$ cat src/rtl/i2s_tx_serializer.sv
// Philips-I2S transmitter for the ADAU1761: one-deep sample holding register, BCLK/LRCLK generation, underrun flag.
// Optional macro I2S_TX_MUTE_ON_UNDERRUN_EN: an underrun loads silence instead of repeating the last frame.
module i2s_tx_serializer #(
  parameter int unsigned DATA_W   = 24,
  parameter int unsigned SLOT_W   = 32,
  parameter int unsigned BCLK_DIV = 4
) (
  input  logic              clk_i,
  input  logic              rst_i,
  input  logic              valid_i,
  input  logic [DATA_W-1:0] left_i,
  input  logic [DATA_W-1:0] right_i,
  output logic              ready_o,
  output logic              bclk_o,
  output logic              lrclk_o,
  output logic              sdata_o,
  output logic              frame_start_o,
  output logic              underrun_o
);

  localparam int unsigned FRAME_BITS = 2 * SLOT_W;
  localparam int unsigned CNT_W      = $clog2(FRAME_BITS);
  localparam int unsigned DIV_W      = $clog2(BCLK_DIV);
  localparam int unsigned IDX_W      = $clog2(DATA_W);

  logic [DIV_W-1:0]  div_cnt;
  logic [CNT_W-1:0]  bit_cnt;
  logic              holding_full;
  logic [DATA_W-1:0] hold_l;
  logic [DATA_W-1:0] hold_r;
  logic [DATA_W-1:0] frame_l;
  logic [DATA_W-1:0] frame_r;

  logic              rise_tick_c;
  logic              fall_tick_c;
  logic              wrap_c;
  logic              load_c;
  logic              accept_c;
  logic              holding_full_nxt_c;
  logic [CNT_W-1:0]  bit_nxt_c;
  logic [CNT_W-1:0]  right_pos_c;
  logic              lrclk_nxt_c;
  logic              sdata_nxt_c;

  // Tick decode, frame load and handshake bookkeeping
  always_comb begin
    rise_tick_c        = (div_cnt == DIV_W'(BCLK_DIV / 2 - 1));
    fall_tick_c        = (div_cnt == DIV_W'(BCLK_DIV - 1));
    wrap_c             = (bit_cnt == CNT_W'(FRAME_BITS - 1));
    load_c             = fall_tick_c & wrap_c;
    accept_c           = valid_i & ready_o;
    holding_full_nxt_c = accept_c | (holding_full & ~load_c);
  end

  // Serial bit for the slot position that the coming fall tick moves to
  always_comb begin
    bit_nxt_c   = wrap_c ? '0 : bit_cnt + CNT_W'(1);
    right_pos_c = bit_nxt_c - CNT_W'(SLOT_W);
    lrclk_nxt_c = (bit_nxt_c >= CNT_W'(SLOT_W));
    sdata_nxt_c = 1'b0;
    if ((bit_nxt_c >= CNT_W'(1)) && (bit_nxt_c <= CNT_W'(DATA_W))) begin
      sdata_nxt_c = frame_l[IDX_W'(CNT_W'(DATA_W) - bit_nxt_c)];
    end else if ((bit_nxt_c >= CNT_W'(SLOT_W + 1)) &&
                 (bit_nxt_c <= CNT_W'(SLOT_W + DATA_W))) begin
      sdata_nxt_c = frame_r[IDX_W'(CNT_W'(DATA_W) - right_pos_c)];
    end
  end

  // Bit-clock divider and serial output registers
  always_ff @(posedge clk_i or posedge rst_i) begin
    if (rst_i) begin
      div_cnt <= '0;
      bit_cnt <= '0;
      bclk_o  <= 1'b0;
      lrclk_o <= 1'b0;
      sdata_o <= 1'b0;
    end else begin
      div_cnt <= fall_tick_c ? '0 : div_cnt + DIV_W'(1);
      if (rise_tick_c) begin
        bclk_o <= 1'b1;
      end
      if (fall_tick_c) begin
        bclk_o  <= 1'b0;
        bit_cnt <= bit_nxt_c;
        lrclk_o <= lrclk_nxt_c;
        sdata_o <= sdata_nxt_c;
      end
    end
  end

  // Holding register and producer handshake
  always_ff @(posedge clk_i or posedge rst_i) begin
    if (rst_i) begin
      holding_full <= 1'b0;
      hold_l       <= '0;
      hold_r       <= '0;
      ready_o      <= 1'b1;
    end else begin
      holding_full <= holding_full_nxt_c;
      ready_o      <= ~holding_full_nxt_c;
      if (accept_c) begin
        hold_l <= left_i;
        hold_r <= right_i;
      end
    end
  end

  // Frame registers and per-frame status pulses
  always_ff @(posedge clk_i or posedge rst_i) begin
    if (rst_i) begin
      frame_l       <= '0;
      frame_r       <= '0;
      frame_start_o <= 1'b0;
      underrun_o    <= 1'b0;
    end else begin
      frame_start_o <= load_c;
      underrun_o    <= load_c & ~holding_full;
      if (load_c) begin
        if (holding_full) begin
          frame_l <= hold_l;
          frame_r <= hold_r;
        end else begin
`ifdef I2S_TX_MUTE_ON_UNDERRUN_EN
          frame_l <= '0;
          frame_r <= '0;
`else
          frame_l <= frame_l;
          frame_r <= frame_r;
`endif
        end
      end
    end
  end

endmodule

$ cat config.mk
export PLATFORM = sky130hd
export DESIGN_NAME = i2s_tx_serializer
export DESIGN_NICKNAME = d
export VERILOG_FILES = /design/src/rtl/i2s_tx_serializer.sv
export SDC_FILE = /design/constraint.sdc
export NUM_CORES = 1
export LEC_CHECK = 0
export BUFFER_PORTS_ARGS = -buffer_cell sky130_fd_sc_hd__buf_2
export CAP_MARGIN = 10
export CORE_ASPECT_RATIO = 0.6
export CORE_MARGIN = 4
export CORE_UTILIZATION = 57
export DETAILED_ROUTE_END_ITERATION = 8
export PLACE_DENSITY = 0.78
export SYNTH_ARGS = -nofsm -noshare
export SYNTH_HDL_FRONTEND = slang
export SYNTH_SLANG_ARGS = --single-unit
$ cat constraint.sdc
create_clock -name clk_i -period 5.9 [get_ports clk_i]
set_clock_uncertainty 0.1 [all_clocks]
set_input_delay 1.18 -clock clk_i [delete_from_list [all_inputs] [get_ports clk_i]]
set_output_delay 1.18 -clock clk_i [all_outputs]
set_load 0.02 [all_outputs]
Word level (Yosys, flattened, before mapping)
Index checks and enable logic that the tools add are counted.
Widths: inputs -> output; s select.

word-level totals
  register bits after elaboration = 111
  bits of input ports = 51
  output and inout bits = 6
  word-level logic and storage cells = 50

cells by class
  $add $sub $neg = 5
  magnitude comparators = 7
  equal/unequal tests = 3
  muxes and demuxes = 10
  bitwise logic cells = 8
  reduce and logical (&&, ||, !) cells = 4

operators by type and width
  kind                 number
  $ge 6x6->1 const B   2
  $lt 5x6->1 const B   2
  $bmux 1 s5           2
  $sub 5x5->5 const A  2
  $add 6x1->6 const B  1
  $eq 6x6->1 const B   1
  $ge 6x1->1 const B   1
  $le 6x5->1 const B   1
  $le 6x6->1 const B   1
  $mux 1               6
  $mux 6               1
  $sub 5x1->5 const B  1
  $and 1x1->1          4
  $not 1->1            3
  $add 2x1->2 const B  1
  $eq 2x1->1 const B   1
  $eq 2x2->1 const B   1
  $logic_and 1x1->1    2
  $mux 2               1
  $reduce_and 2->1     1
  $reduce_bool 2->1    1
  $or 1x1->1           1

Longest topological paths before layout
  depth in word-level cells = 8
  mapped depth = 13
  mapped depth without buffers = 9

Worst setup path before layout
No wires, ideal clock.

  path kind = register -> register
  from = reg bit_cnt[0]
  to = reg sdata_o
  setup time = 0.140 ns
  arrival = 2.415 ns
  data required time = 5.660 ns
  setup slack = 3.244 ns
  cell stages (with the launch flop) = 11
  buffers on the path = 3
  clock period less this slack = 2.656 ns
  cell sequence = dfrtp_1 > buf_4 > buf_2 > inv_1 > ha_1 > buf_2 > mux4_1 > and2_1 > o211a_1 > o311ai_1 > o211ai_1

between the ends
  cells in the longest elaborated chain, start to end = 8
  elaborated cells between the ends (all ways) = 18
  those cells by class = add/sub (4); order compare (4); eq/ne (1); mux (7); reduce/logical (2)

RTL lines
  item                                              RTL line  text
  from (decl)                                       27        logic [CNT_W-1:0] bit_cnt;
  from (signal assigned)                            84        bit_cnt <= bit_nxt_c;
  $add 6x1->6 / $eq 6x6->1 (equally long branches)  57, 49
  $mux 6 *                                          57        bit_nxt_c = wrap_c ? '0 : bit_cnt + CNT_W'(1);
  named net bit_nxt_c[1]                            40        logic [CNT_W-1:0] bit_nxt_c;
  $sub 5x1->5                                       58        right_pos_c = bit_nxt_c - CNT_W'(SLOT_W);
  $sub 5x5->5                                       65        sdata_nxt_c = frame_r[IDX_W'(CNT_W'(DATA_W) - right_pos_c)];
  $bmux 1 s5                                        65
  $mux 1 (not written as such)                      65
  $mux 1                                            63        end else if ((bit_nxt_c >= CNT_W'(SLOT_W + 1)) &&
  $mux 1 *                                          61        if ((bit_nxt_c >= CNT_W'(1)) && (bit_nxt_c <= CNT_W'(DATA_W))) begin
  to (signal assigned)                              86        sdata_o <= sdata_nxt_c;
  to (decl)                                         16        output logic sdata_o,

The timed path passes the listed nets; every way through them passes the cells marked *. The select of a mux whose other input is x is not followed.
A chain may end at the register's enable or synchronous reset.

Worst setup path after layout
Ends and elaborated chain as after synthesis.

==> summary.txt <==
STA
  • RSZ-0062 raised after global routing: false
  • Final setup violating endpoints: 0
  • Fin crit share: between 60 and 70%
  • Slew HR: between 20% and 30%
  • Post-route setup TNS: 0 ns
  • Fmax: between 0.2 and 0.3 GHz
  • Slew Viols, Final: 0
  • Final Hold Viols: 0
  • Min cycle time layout: approximately 3.6 ns
  • Worst slew pin tran: 1.14 ns

Route
  • DR vias: ~3000
  • Drt total wl: between 9 and 10 mm
  • Post-route DRC: 0
  • DRT iter0 DRCs: 232
  • Drt first pass iters: 4
  • Avg WL per Cell: ~18 µm
  • Routed Antenna Nets: 0
  • DR vias/cell: ~5.7

Synth
  • Leading area contributor after synthesis: dfrtp_1
  • Cells after Synth: 365
  • Netlist cell types: 57
  • Seq/Total Area, Yosys: between 50% and 60%
  • Yosys top cell area share: a little under three fifths
  • Post-synth net total: 420
  • Mux cell area share after synthesis: between 20% and 30%
  • Most frequent cell after synthesis: dfrtp_1
  • Synth top cells by count: dfrtp_1 (110), mux2_2 (97), nand2_1 (21)
  • Cells taking the most area after synthesis: dfrtp_1 (56%), mux2_2 (22%), mux2i_1 (1.6%)
  • Seq cells post-synth: around 110
  • Post-Synth XOR/XNOR Area: under 10%
  • Largest family of logic cells by synthesized area: multiplexers
  • Synth Area in Adders: under 10%
  • Mapped cell area: about 5000 µm²
  • Post-synthesis simple-gate area fraction: between 6 and 7%
  • Count of flip-flops with a built-in enable after synthesis: 0
  • Async set-or-reset flop fraction in the synthesized netlist: 100%
  • Ys Warns: 0
  • Post-synth top flop: dfrtp_1
  • Syn_area_per_cell: around 14 µm²
  • Compound-Gate Fraction of Synth Area: just over 7%

Floorplan
  • Initial core utilization: between 60% and 70%
  • Ports: 57
  • Rows: 25
  • Core footprint: around 8100 µm²
  • Vert. Die Dim: between 80 and 90 µm
  • Die Wd: about 130 µm
  • Full die area: around 10000 µm²

Clocking
  • Clk_lat worst skew: 0.35 ns
  • Clock-pin slew on the worst setup and hold paths: ~0.07 ns
  • CTS resizes: 0
  • CTS tree: yes
  • Post-CTS Hold Buffers: 0
  • CTS Buffer Depth: 2
  • Clock Sinks: ~110
  • # Post-CTS Setup Buffers: 0
  • Num CTS Buffers: 9
  • H-tree levels: 3
  • Clock root cell: clkbuf_16

Layout
  • Non-Filler Instances: between 500 and 600
  • Share of cells above drive strength 1: approximately 45%
  • Final Core Density: between 60% and 70%
  • Ant diodes: 0
  • Nets@finish: 465
  • P&R area growth vs syn: 12.1%
  • Fillcell total: about 600
  • Final Cell Area: roughly 5500 µm²

Pwr
  • Worst VDD drop: between 0.15 and 0.2 mV
  • Leakage: about 0.0028 µW
  • Pwr dens: between 200 and 300 nW/µm²

Worst setup path
  • CP top delay family: adder cells
  • Kind of critical path: register to register
  • Crit path from: bit_cnt[0]
  • CP startpoint kind: register
  • Crit path largest cell delay: about 0.93 ns
  • Worst-path fanout max: 24
  • Worst Path Required: roughly 6 ns
  • Arrival time at the worst endpoint: about 3.7 ns
  • Worst Path Buf+Inv: 1
  • Slowest CP cell: ha_1
  • Crit end category: register
  • Crit-path cells: inv_1, ha_1, mux4_1, and2_1, o211a_1, o311ai_1, o211ai_1
  • Reg-to-reg critical path startpoint: bit_cnt[0]

Global routing
  • Initial antenna violation count: 0
  • Number of global-route vias before repair: about 3100
  • Largest net degree at the start of global routing: between 60 and 70
  • First-pass GRT wire length: 15.7 mm
  • Overall Global Routing Usage: between 10% and 20%
  • Grt ovf: 0

Placed design
  • Placed cells: between 500 and 600
  • Post-DP Area: 5240 µm²
  • Detail Placement HPWL: about 6.4 mm
  • Final Wtd Congestion: slightly below 0.9
  • IO buf count: between 50 and 60

Status
  • Status: complete, no violations

Job
  • Maxcap violations: 0

Min path
  • Hold_sp: holding_full
  • Hold crit path type: register to register
[metrics by stage]
step                      setup WS, ns  power, µW  hold slack [ns]
final                             2.32       1400            0.369
after global routing              2.12       1450            0.380
after CTS                         2.33       1410            0.374
after detailed placement          2.37        807            0.363
after global placement            2.54        806            0.341
after floorplan                   1.69        787            0.324
[area by class of cell]
class | instances | area, µm² | share of cell area (%)
Timing Repair Buffer | 57 | 288 | 5.20
Clock buffer | 10 | 229 | 4.14
Multi-Input combinational cell | 222 | 2000 | 36.1
Sequential cell | 111 | 2780 | 50.2
Inverter | 9 | 36.3 | 0.656
Clock inverter | 6 | 68.8 | 1.24
Tap cell | 108 | 135 | 2.44
[power by group]
part / switching, µW / total, µW / internal [µW] / leakage, µW
combinational: 18.4 / 30.6 / 12.2 / 0.00113
clock: 272 / 605 / 332 / 0.000143
sequential: 0 / 760 / 760 / 0.00153
total: 291 / 1400 / 1100 / 0.00281
[placed cells by master (no fill, tap or decap), drive strengths merged, types with 2 or more instances in the layout]
cell type,netlist,routed
xor2,2,2
a2111oi,4,4
a21oi,5,5
nor2,11,11
mux2i,8,8
nand2,21,21
o21ai,9,9
o211ai,2,2
clkinv,0,2
ha,4,4
a311oi,2,2
dfrtp,110,110
a32oi,3,3
o31ai,2,2
a221oi,2,2
and2,6,6
a211oi,3,3
inv,9,11
buf,15,57
nor2b,3,3
clkbuf,8,10
nand3,6,6
o211a,2,2
mux2,98,98
xnor2,5,5
nand4,3,3
nor3,2,2
[worst register-to-register path: stages, from the launching register on]
cell and delay (ns):
dfrtp_1 0.75, inv_1 0.22, ha_1 0.93, mux4_1 0.64, and2_1 0.17, o211a_1 0.22, o311ai_1 0.30, o211ai_1 0.13
[routing by layer]
layer | wire (µm) | GRT usage, %
met2 | 4130 | 29.0
met3 | 633 | 6.58
met5 | 0 | 0
met1 | 4490 | 28.6
met4 | 93 | 4.45
[kinds of logic (layout without fill, tap and decap cells)]
group	after synthesis	after routing
AO/OA/AOI/OAI	44	44
flip-flops	111	111
AND/OR/NAND/NOR	60	60
adder cells (fa/ha/maj)	4	4
multiplexers	107	107
XOR/XNOR	7	7
buffers and inverters	32	82
[registers in the layout (all words and copies together) (netlist names)]
signal and flops:
bclk_o 1, bit_cnt 6, div_cnt 2, frame_l 24, frame_r 24, frame_start_o 1
hold_l 24, hold_r 24, holding_full 1, lrclk_o 1, ready_o 1, sdata_o 1
underrun_o 1
[path summary, 6_finish.rpt]
| kind | depth (start not counted) | slack, ns | to |
|---|---|---|---|
| setup reg to reg | 7 | 2.32 | sdata_o |
| min in group asynchronous | 2 | 0.86 | hold_l[17] |
| hold reg to reg | 1 | 0.37 | underrun_o |
| max in group asynchronous | 3 | 3.75 | hold_r[13] |
| setup / recovery | 7 | 2.32 | sdata_o |
| hold / removal | 1 | 0.37 | underrun_o |
Note: power is estimated with default switching activity, not from simulation.
